$ cat src/rtl/vram_arbiter.sv
// vram_arbiter: single-port text VRAM slot arbiter, scan-line character fetches over buffered host writes
module vram_arbiter #(
    parameter int         C_COLS       = 40,
    parameter int         C_ROWS       = 24,
    parameter int         C_AW         = 10,
    parameter int         C_FIFO_DEPTH = 4,
    parameter logic [2:0] C_FETCH_PH   = 3'd0
) (
    input  logic            CK_i,
    input  logic            RST_i,
    input  logic            CK_EE_i,
    input  logic [9:0]      HCTRs_i,
    input  logic [8:0]      VCTRs_i,
    input  logic            XBLK_i,
    input  logic            WR_i,
    input  logic [C_AW-1:0] WADRs_i,
    input  logic [7:0]      WDATs_i,
    output logic            WRDY_o,
    output logic            OVF_o,
    output logic [C_AW-1:0] RAM_ADRs_o,
    output logic            RAM_WE_o,
    output logic [7:0]      RAM_WDATs_o,
    input  logic [7:0]      RAM_RDATs_i,
    output logic [7:0]      CHRs_o,
    output logic            CHR_VLD_o,
    output logic [2:0]      CELL_LINEs_o
);
    localparam int CW = $clog2(C_COLS + 1);
    localparam int PW = $clog2(C_FIFO_DEPTH);
    localparam int NW = PW + 1;
    localparam int EW = C_AW + 8;

    logic [EW-1:0]   mem_q [C_FIFO_DEPTH];
    logic [PW-1:0]   wp_q, wp_d, rp_q, rp_d;
    logic [NW-1:0]   cnt_q, cnt_d;
    logic [CW-1:0]   col_q, col_d;
    logic [C_AW-1:0] adr_q, adr_d, fa;
    logic [7:0]      wdat_q, wdat_d, chr_q, chr_d;
    logic [2:0]      ln_q, ln_d, cell_q, cell_d;
    logic            we_q, we_d, fp_q, fp_d, vld_q, vld_d, wrdy_q, wrdy_d, ovf_q, ovf_d;
    logic [5:0]      row;
    logic [EW-1:0]   head;
    logic            full, fetch, push, pop, unused_hctr;

    assign row         = VCTRs_i[8:3];
    assign unused_hctr = ^HCTRs_i[9:3];
    assign full        = cnt_q == NW'(C_FIFO_DEPTH);
    assign fetch       = CK_EE_i && XBLK_i && HCTRs_i[2:0] == C_FETCH_PH &&
                         int'(row) < C_ROWS && int'(col_q) < C_COLS;
    assign push        = CK_EE_i && WR_i && !full;
    assign pop         = CK_EE_i && !fetch && cnt_q != '0;
    assign fa          = C_AW'(16'(row) * 16'(C_COLS) + 16'(col_q));
    assign head        = mem_q[rp_q];

    // Slot decision: fetch wins, otherwise drain one FIFO entry; read data returns one enabled cycle after a fetch
    always_comb begin
        col_d  = col_q;
        cnt_d  = cnt_q;
        wp_d   = wp_q;
        rp_d   = rp_q;
        adr_d  = adr_q;
        we_d   = we_q;
        wdat_d = wdat_q;
        fp_d   = fp_q;
        ln_d   = ln_q;
        chr_d  = chr_q;
        vld_d  = vld_q;
        cell_d = cell_q;
        ovf_d  = ovf_q;
        if (CK_EE_i) begin
            col_d  = !XBLK_i ? '0 : fetch ? col_q + CW'(1) : col_q;
            cnt_d  = cnt_q + NW'(push) - NW'(pop);
            wp_d   = wp_q + PW'(push);
            rp_d   = rp_q + PW'(pop);
            adr_d  = fetch ? fa : pop ? head[EW-1:8] : adr_q;
            we_d   = pop;
            wdat_d = pop ? head[7:0] : wdat_q;
            fp_d   = fetch;
            ln_d   = fetch ? VCTRs_i[2:0] : ln_q;
            chr_d  = fp_q ? RAM_RDATs_i : chr_q;
            vld_d  = fp_q;
            cell_d = fp_q ? ln_q : cell_q;
            ovf_d  = ovf_q | (WR_i & full);
        end
        wrdy_d = cnt_d != NW'(C_FIFO_DEPTH);
    end

    // State registers; reset drops queued writes and any read still in flight
    always_ff @(posedge CK_i) begin
        if (RST_i) begin
            col_q  <= '0;
            cnt_q  <= '0;
            wp_q   <= '0;
            rp_q   <= '0;
            adr_q  <= '0;
            we_q   <= 1'b0;
            wdat_q <= '0;
            fp_q   <= 1'b0;
            ln_q   <= '0;
            chr_q  <= '0;
            vld_q  <= 1'b0;
            cell_q <= '0;
            wrdy_q <= 1'b1;
            ovf_q  <= 1'b0;
        end else begin
            col_q  <= col_d;
            cnt_q  <= cnt_d;
            wp_q   <= wp_d;
            rp_q   <= rp_d;
            adr_q  <= adr_d;
            we_q   <= we_d;
            wdat_q <= wdat_d;
            fp_q   <= fp_d;
            ln_q   <= ln_d;
            chr_q  <= chr_d;
            vld_q  <= vld_d;
            cell_q <= cell_d;
            wrdy_q <= wrdy_d;
            ovf_q  <= ovf_d;
        end
    end

    // FIFO storage; stale entries are made unreachable by the pointer reset
    always_ff @(posedge CK_i) begin
        if (push) mem_q[wp_q] <= {WADRs_i, WDATs_i};
    end

    assign WRDY_o       = wrdy_q;
    assign OVF_o        = ovf_q;
    assign RAM_ADRs_o   = adr_q;
    assign RAM_WE_o     = we_q & CK_EE_i;
    assign RAM_WDATs_o  = wdat_q;
    assign CHRs_o       = chr_q;
    assign CHR_VLD_o    = vld_q & CK_EE_i;
    assign CELL_LINEs_o = cell_q;
endmodule

$ cat config.mk
export PLATFORM = sky130hd
export DESIGN_NAME = vram_arbiter
export DESIGN_NICKNAME = d
export VERILOG_FILES = /design/src/rtl/vram_arbiter.sv
export SDC_FILE = /design/constraint.sdc
export NUM_CORES = 1
export LEC_CHECK = 0
export CAP_MARGIN = 5
export CORE_UTILIZATION = 53
export CTS_CLUSTER_SIZE = 12
export DETAILED_ROUTE_END_ITERATION = 10
export GPL_TIMING_DRIVEN = 0
export HOLD_SLACK_MARGIN = 0.15
export PLACE_DENSITY = 0.79
export SLEW_MARGIN = 25
export SYNTH_ARGS = -nofsm -noshare
export SYNTH_HDL_FRONTEND = slang
export SYNTH_SLANG_ARGS = --single-unit
$ cat constraint.sdc
create_clock -name CK_i -period 3.3 [get_ports CK_i]
set_input_delay 0.495 -clock CK_i [delete_from_list [all_inputs] [get_ports CK_i]]
set_output_delay 0.495 -clock CK_i [all_outputs]
set_load 0.03 [all_outputs]
* Yosys cells after proc, flatten, opt, wreduce, memory -nomap -nowiden
Memories as Yosys holds them, arrays and structs flattened. A register that Yosys moved wholly into a read port is not among the register bits.
Index checks and enable logic that the tools add are counted.
** Storage, ports and cells
- Bits in registers :: 50
- Memory bits (writable) :: 72
- Input bits :: 50
- Output and inout bits :: 33
- Logic and storage cells :: 58
- Memories kept :: 1
** Memory list
- mem_q :: depth 4, bits a word 18, read ports 1, clocked after Yosys merged registers in 1, wr ports 1, line 33 : logic [EW-1:0] mem_q [C_FIFO_DEPTH];
** Cells by class
- Add/subtract/negate cells :: 6
- Multiply operators :: 1
- Order comparisons :: 2
- Eq/ne operators :: 3
- Muxes and demuxes :: 9
- Bitwise operators :: 4
- Reductions and logical operators :: 18
** Operators with widths (number)
- 10-bit two-way mux :: 2
- 6-bit two-way mux :: 2
- 10-bit by 6-bit adder with 10-bit output :: 1
- 2-bit AND reduction :: 5
- 1-bit logical AND :: 8
- 6-bit by 3-bit multiplier with 7-bit output (second input constant) :: 1
- 6-bit by 1-bit adder with 6-bit output (second input constant) :: 1
- 6-bit by 5-bit less-than comparator with 1-bit output (second input constant) :: 1
- 6-bit less-than comparator (second input constant) :: 1
- 2-bit by 1-bit adder with 2-bit output :: 2
- 2-bit two-way mux :: 2
- 3-bit by 1-bit adder with 3-bit output :: 1
- 1-bit AND :: 3
- 3-bit equality test (second input constant) :: 1
- 3-bit logical NOT :: 1
- 3-bit two-way mux :: 1
- 3-bit inequality test (second input constant) :: 1
- 3-bit nonzero test :: 1
- 3-bit by 1-bit subtractor with 3-bit output :: 1
- 1-bit logical NOT :: 2
- 1-bit two-way mux :: 2
- 2-bit by 1-bit inequality test with 1-bit output (second input constant) :: 1
- 2-bit nonzero test :: 1
- 1-bit bitwise OR :: 1

* Depth between registers and ports, before layout
Gate-level depths: netlist of the first run.
- Depth in word-level cells :: 10
- Depth in mapped cells :: 12
- Depth with buffers taken out :: 11

* Worst setup path before layout of the first run
No wires, ideal clock.
- Kind :: input port to flip-flop
- From :: in CK_EE_i
- To :: mem mem_q[1][0] in the netlist's numbering (enable)
- Setup time :: 420 ps
- Arrival :: 2464 ps
- Required time :: 2880 ps
- Path slack :: 416 ps
- Stages :: 4
- Buffers on the path :: 1
- Cells stage by stage :: buf_1 -> nand2_1 -> a21o_1 -> nor3b_1
** Between the ends
- Longest elaborated chain between the ends :: 4
** RTL lines
- start, declared :: line 11 : input logic CK_EE_i,
- 1-bit logical AND (2 in series) :: line 50 : assign push = CK_EE_i && WR_i && !full;
- 1-bit two-way mux :: line 125 : if (push) mem_q[wp_q] <= {WADRs_i, WDATs_i};
- 1-bit two-way mux (not written as such) :: line 125
- end, declared :: line 33
Every way passes these cells.

* Worst setup path after layout of the first run
- From :: in CK_EE_i
- To :: reg wrdy_q, in the netlist WRDY_o
** Between the ends
- Longest elaborated chain between the ends :: 10
- Elaborated cells on any way between the ends :: 13
- Classes of those cells :: 2 x add/sub; 1 x eq/ne; 1 x mux; 9 x reduce/logical
** RTL lines
- branches (longest 8 deep; another with 3-bit by 1-bit adder with 3-bit output)
- 3-bit two-way mux (*) :: line 70 : if (CK_EE_i) begin
- 3-bit inequality test (*) :: line 85 : wrdy_d = cnt_d != NW'(C_FIFO_DEPTH);
- end signal, assigned :: line 118 : wrdy_q <= wrdy_d;
- end, declared :: line 40 : logic we_q, we_d, fp_q, fp_d, vld_q, vld_d, wrdy_q, wrdy_d, ovf_q, ovf_d;
Every way passes the cells marked *.
A chain may end at the register's enable or synchronous reset.

==> results_dict.tcl, run 1 <==
set metrics [dict create \
    synth-edff-count 72 \
    drt-pass1-iter-count 4 \
    grt_max_degree 19 \
    powerDensity_nw_per_um2 633 \
    path_cells "clkdlybuf4s50_1 > nor2b_1 > nand4_2 > clkbuf_2 > nand3_1 > nand2_1 > ha_1 > fa_1 > xor2_1 > or3_1 > a21oi_1 > o21ai_0" \
    p_leak_nw 2.27 \
    start_util 0.546 \
    syn_nets 453 \
    avgSynthCellArea_um2 13.0 \
    period_minus_slack_ns 2.99 \
    viasPerCell 5.49 \
    grt_use_total 0.230 \
    cts_buffer_depth 2 \
    num_rows 35 \
    status "finished clean" \
    rr_worst_depth 12 \
    numPortBuffers 74 \
    synth_cell_type_count 41 \
    netlist_area_um2 5050 \
    dieArea_um2 9920 \
    regArea_um2 3200 \
    htree_levels 4 \
    drtIter0Drc 133 \
    grt_pass1_wl_um 17000 \
    cp_slowest_cell "clkdlybuf4s50_1" \
    slew_violations 0 \
    synth_ff_type "edfxtp_1" \
    synth_top_area_frac 0.428 \
    post-route-drc-count 0 \
    fin_total_pwr_mw 4.16 \
    start_kind "input port" \
    place.gp.congestion 0.778 \
    worstSetupPathDepth 12 \
    cts.sink_count 124 \
    synthTopCellsByArea "edfxtp_1 (43%), dfxtp_1 (21%), mux4_2 (8.0%), nand2_1 (4.5%), a21oi_1 (3.7%)" \
    yosysMostFrequentCell "edfxtp_1" \
    setup_viol 0 \
    hp-class "input port to register" \
    ant_nets 0 \
    nets 551 \
    rsz0062_at_grt "false" \
    ir_drop_mv 0.473 \
    antenna_found_initial 0 \
    fp.dieH_um 99.6 \
    synth_largest_area_cell "edfxtp_1" \
    cts_hold_buf 0 \
    timing.final.crit_share 0.906 \
    nFillCells 633 \
    yosys_register_bits 124 \
    whs_ns 0.389 \
    num_io_pins 83 \
    dpl.hpwl_um 7210 \
    endpoint_kind "register" \
    slew-limit-headroom 0.393 \
    post_cts_buffers 0 \
    vias 3444 \
    min_path_cells 2 \
    root_buffer "clkbuf_8" \
    yosys_warnings 0 \
    async_flop_share 0 \
    grt_overflow 0 \
    tns_ns 0 \
    crit_path_max_fanout 10 \
    instances_no_fill 627 \
    dp_cells 595 \
    maxCapViolCount 0 \
    skew_ns 0.00811 \
    ys_seq_area_frac 0.635 \
    wirelength_um 10600 \
    final_util 0.712 \
    clkTransAtPathRegs_ns 0.05 \
    required_ns 3.70 \
    area_growth_pct 30.3 \
    synth_commonest_cells "edfxtp_1 (72), nand2_1 (60), dfxtp_1 (52)" \
    final_layout_size_suffix_gt1_frac 0.143 \
    tightest_slew_ns 0.910 \
    cts_tree "yes" \
    slowest_delay_ns 0.60 \
    core_area_um2 9240 \
    arrival_ns 3.39 \
    path_buf_inv 2 \
    fmax_mhz 335 \
    fp.dieW_um 99.6 \
    final_hold_viol_count 0 \
    crit_type "input port to register" \
    diodes 0 \
    syn_inst 387 \
    multi_input_area_um2 1720 \
    wl_per_cell_um 16.9 \
    insertion_delay_ns 0.52 \
    cts_buffers 17 \
    cp_top_family "simple AND/OR/NAND/NOR gates" \
    grt_pass1_vias 3494 \
]
[state kept, by name, indices dropped and copies added, names as in the netlist, named ones only]
signal,cells
WRDY_o,1
RAM_WDATs_o,8
vld_q,1
col_q,6
rp_q,2
CHRs_o,8
mem_q,72
RAM_ADRs_o,10
wp_q,2
CELL_LINEs_o,3
fp_q,1
we_q,1
ln_q,3
OVF_o,1
cnt_q,3
[final cells by class]
class,count,share of cell area
plain buffers,23,0.0160
inverters,10,0.00571
flip-flops and latches,124,0.487
multi-input cells,230,0.261
well taps,129,0.0245
repair buffers,79,0.119
clock inverters,11,0.0177
clock buffers,21,0.0696
[metrics by stage]
stage	area, um^2	setup slack [ns]
detailed placement	6000	-0.287
floorplan	5050	0.416
global route	6580	0.0738
CTS	6580	0.238
global placement	5950	-1.19
finish	6580	0.311
[cell families (layout without fill, tap and decap cells)]
logic type / Yosys count / in the layout / synth area share
flops: 124 / 124 / 0.635
simple gates: 109 / 109 / 0.101
fa+ha+maj: 16 / 16 / 0.0441
mux: 22 / 22 / 0.0885
xor+xnor: 10 / 10 / 0.0201
buf+inv: 33 / 144 / 0.0280
compound gates: 73 / 73 / 0.0838
[final timing paths]
path                        start               to  slack [ns]
setup / recovery          CK_EE_i           WRDY_o        0.31
hold / removal              RST_i    RAM_ADRs_o[0]        0.39
setup reg to reg         cnt_q[1]           WRDY_o        0.39
hold reg to reg   CELL_LINEs_o[1]  CELL_LINEs_o[1]        0.45
[layer usage]
layer  part of all wire  track usage  vias up
li1                   -            -     1625
met1               0.42        0.282     1697
met2               0.52        0.395      106
met3              0.052       0.0548       16
met4              0.014       0.0894        0
met5                  0            0        -
[worst register-to-register path, stage by stage, from the launching register on]
cell,delay (ns)
dfxtp_1,0.30
buf_2,0.15
o31a_1,0.33
buf_2,0.20
buf_1,0.24
nand3_1,0.20
nand2_1,0.07
ha_1,0.19
fa_1,0.38
xor2_1,0.16
or3_1,0.30
a21oi_1,0.17
o21ai_0,0.09
[where the power goes]
part | internal, mW | switching [mW] | total, mW | leakage (nW)
clock network | 1.13 | 0.636 | 1.77 | 0.284
logic | 0.298 | 0.340 | 0.638 | 0.916
registers | 1.72 | 0.0414 | 1.76 | 1.07
[cells in the final DEF (no fill, tap or decap), types with 6 or more instances in the layout]
cell              n
o21ai_0          16
mux4_2           18
nand2_1          60
ha_1             13
inv_1            10
edfxtp_1         72
clkdlybuf4s50_1  74
nor2_1           12
nand3_1          13
dfxtp_1          52
buf_4             6
buf_2             7
clkbuf_16        17
a21oi_1          37
clkbuf_1         11
[timing repair]
action | in CTS | in global routing
gates resized for setup | 0 | 2
setup endpoints to repair | 0 | 1
hold endpoints to repair | 0 | 0
Power figures use the tool's default switching activity.
==> run 2, diff against run 1 <==
--- a/config.mk
+++ b/config.mk
@@ -9,6 +9,7 @@
 export CORE_UTILIZATION = 53
 export CTS_CLUSTER_SIZE = 12
 export DETAILED_ROUTE_END_ITERATION = 10
+export GPL_ROUTABILITY_DRIVEN = 0
 export GPL_TIMING_DRIVEN = 0
 export HOLD_SLACK_MARGIN = 0.15
 export PLACE_DENSITY = 0.79
==> results of run 2 <==
Same layout as run 1: the final DEF is identical, and so are final timing and power.
==> run 3, diff against run 2 <==
--- a/config.mk
+++ b/config.mk
@@ -9,7 +9,6 @@
 export CORE_UTILIZATION = 53
 export CTS_CLUSTER_SIZE = 12
 export DETAILED_ROUTE_END_ITERATION = 10
-export GPL_ROUTABILITY_DRIVEN = 0
 export GPL_TIMING_DRIVEN = 0
 export HOLD_SLACK_MARGIN = 0.15
 export PLACE_DENSITY = 0.79
==> results of run 3 <==
Same layout as run 1: the final DEF is identical, and so are final timing and power.
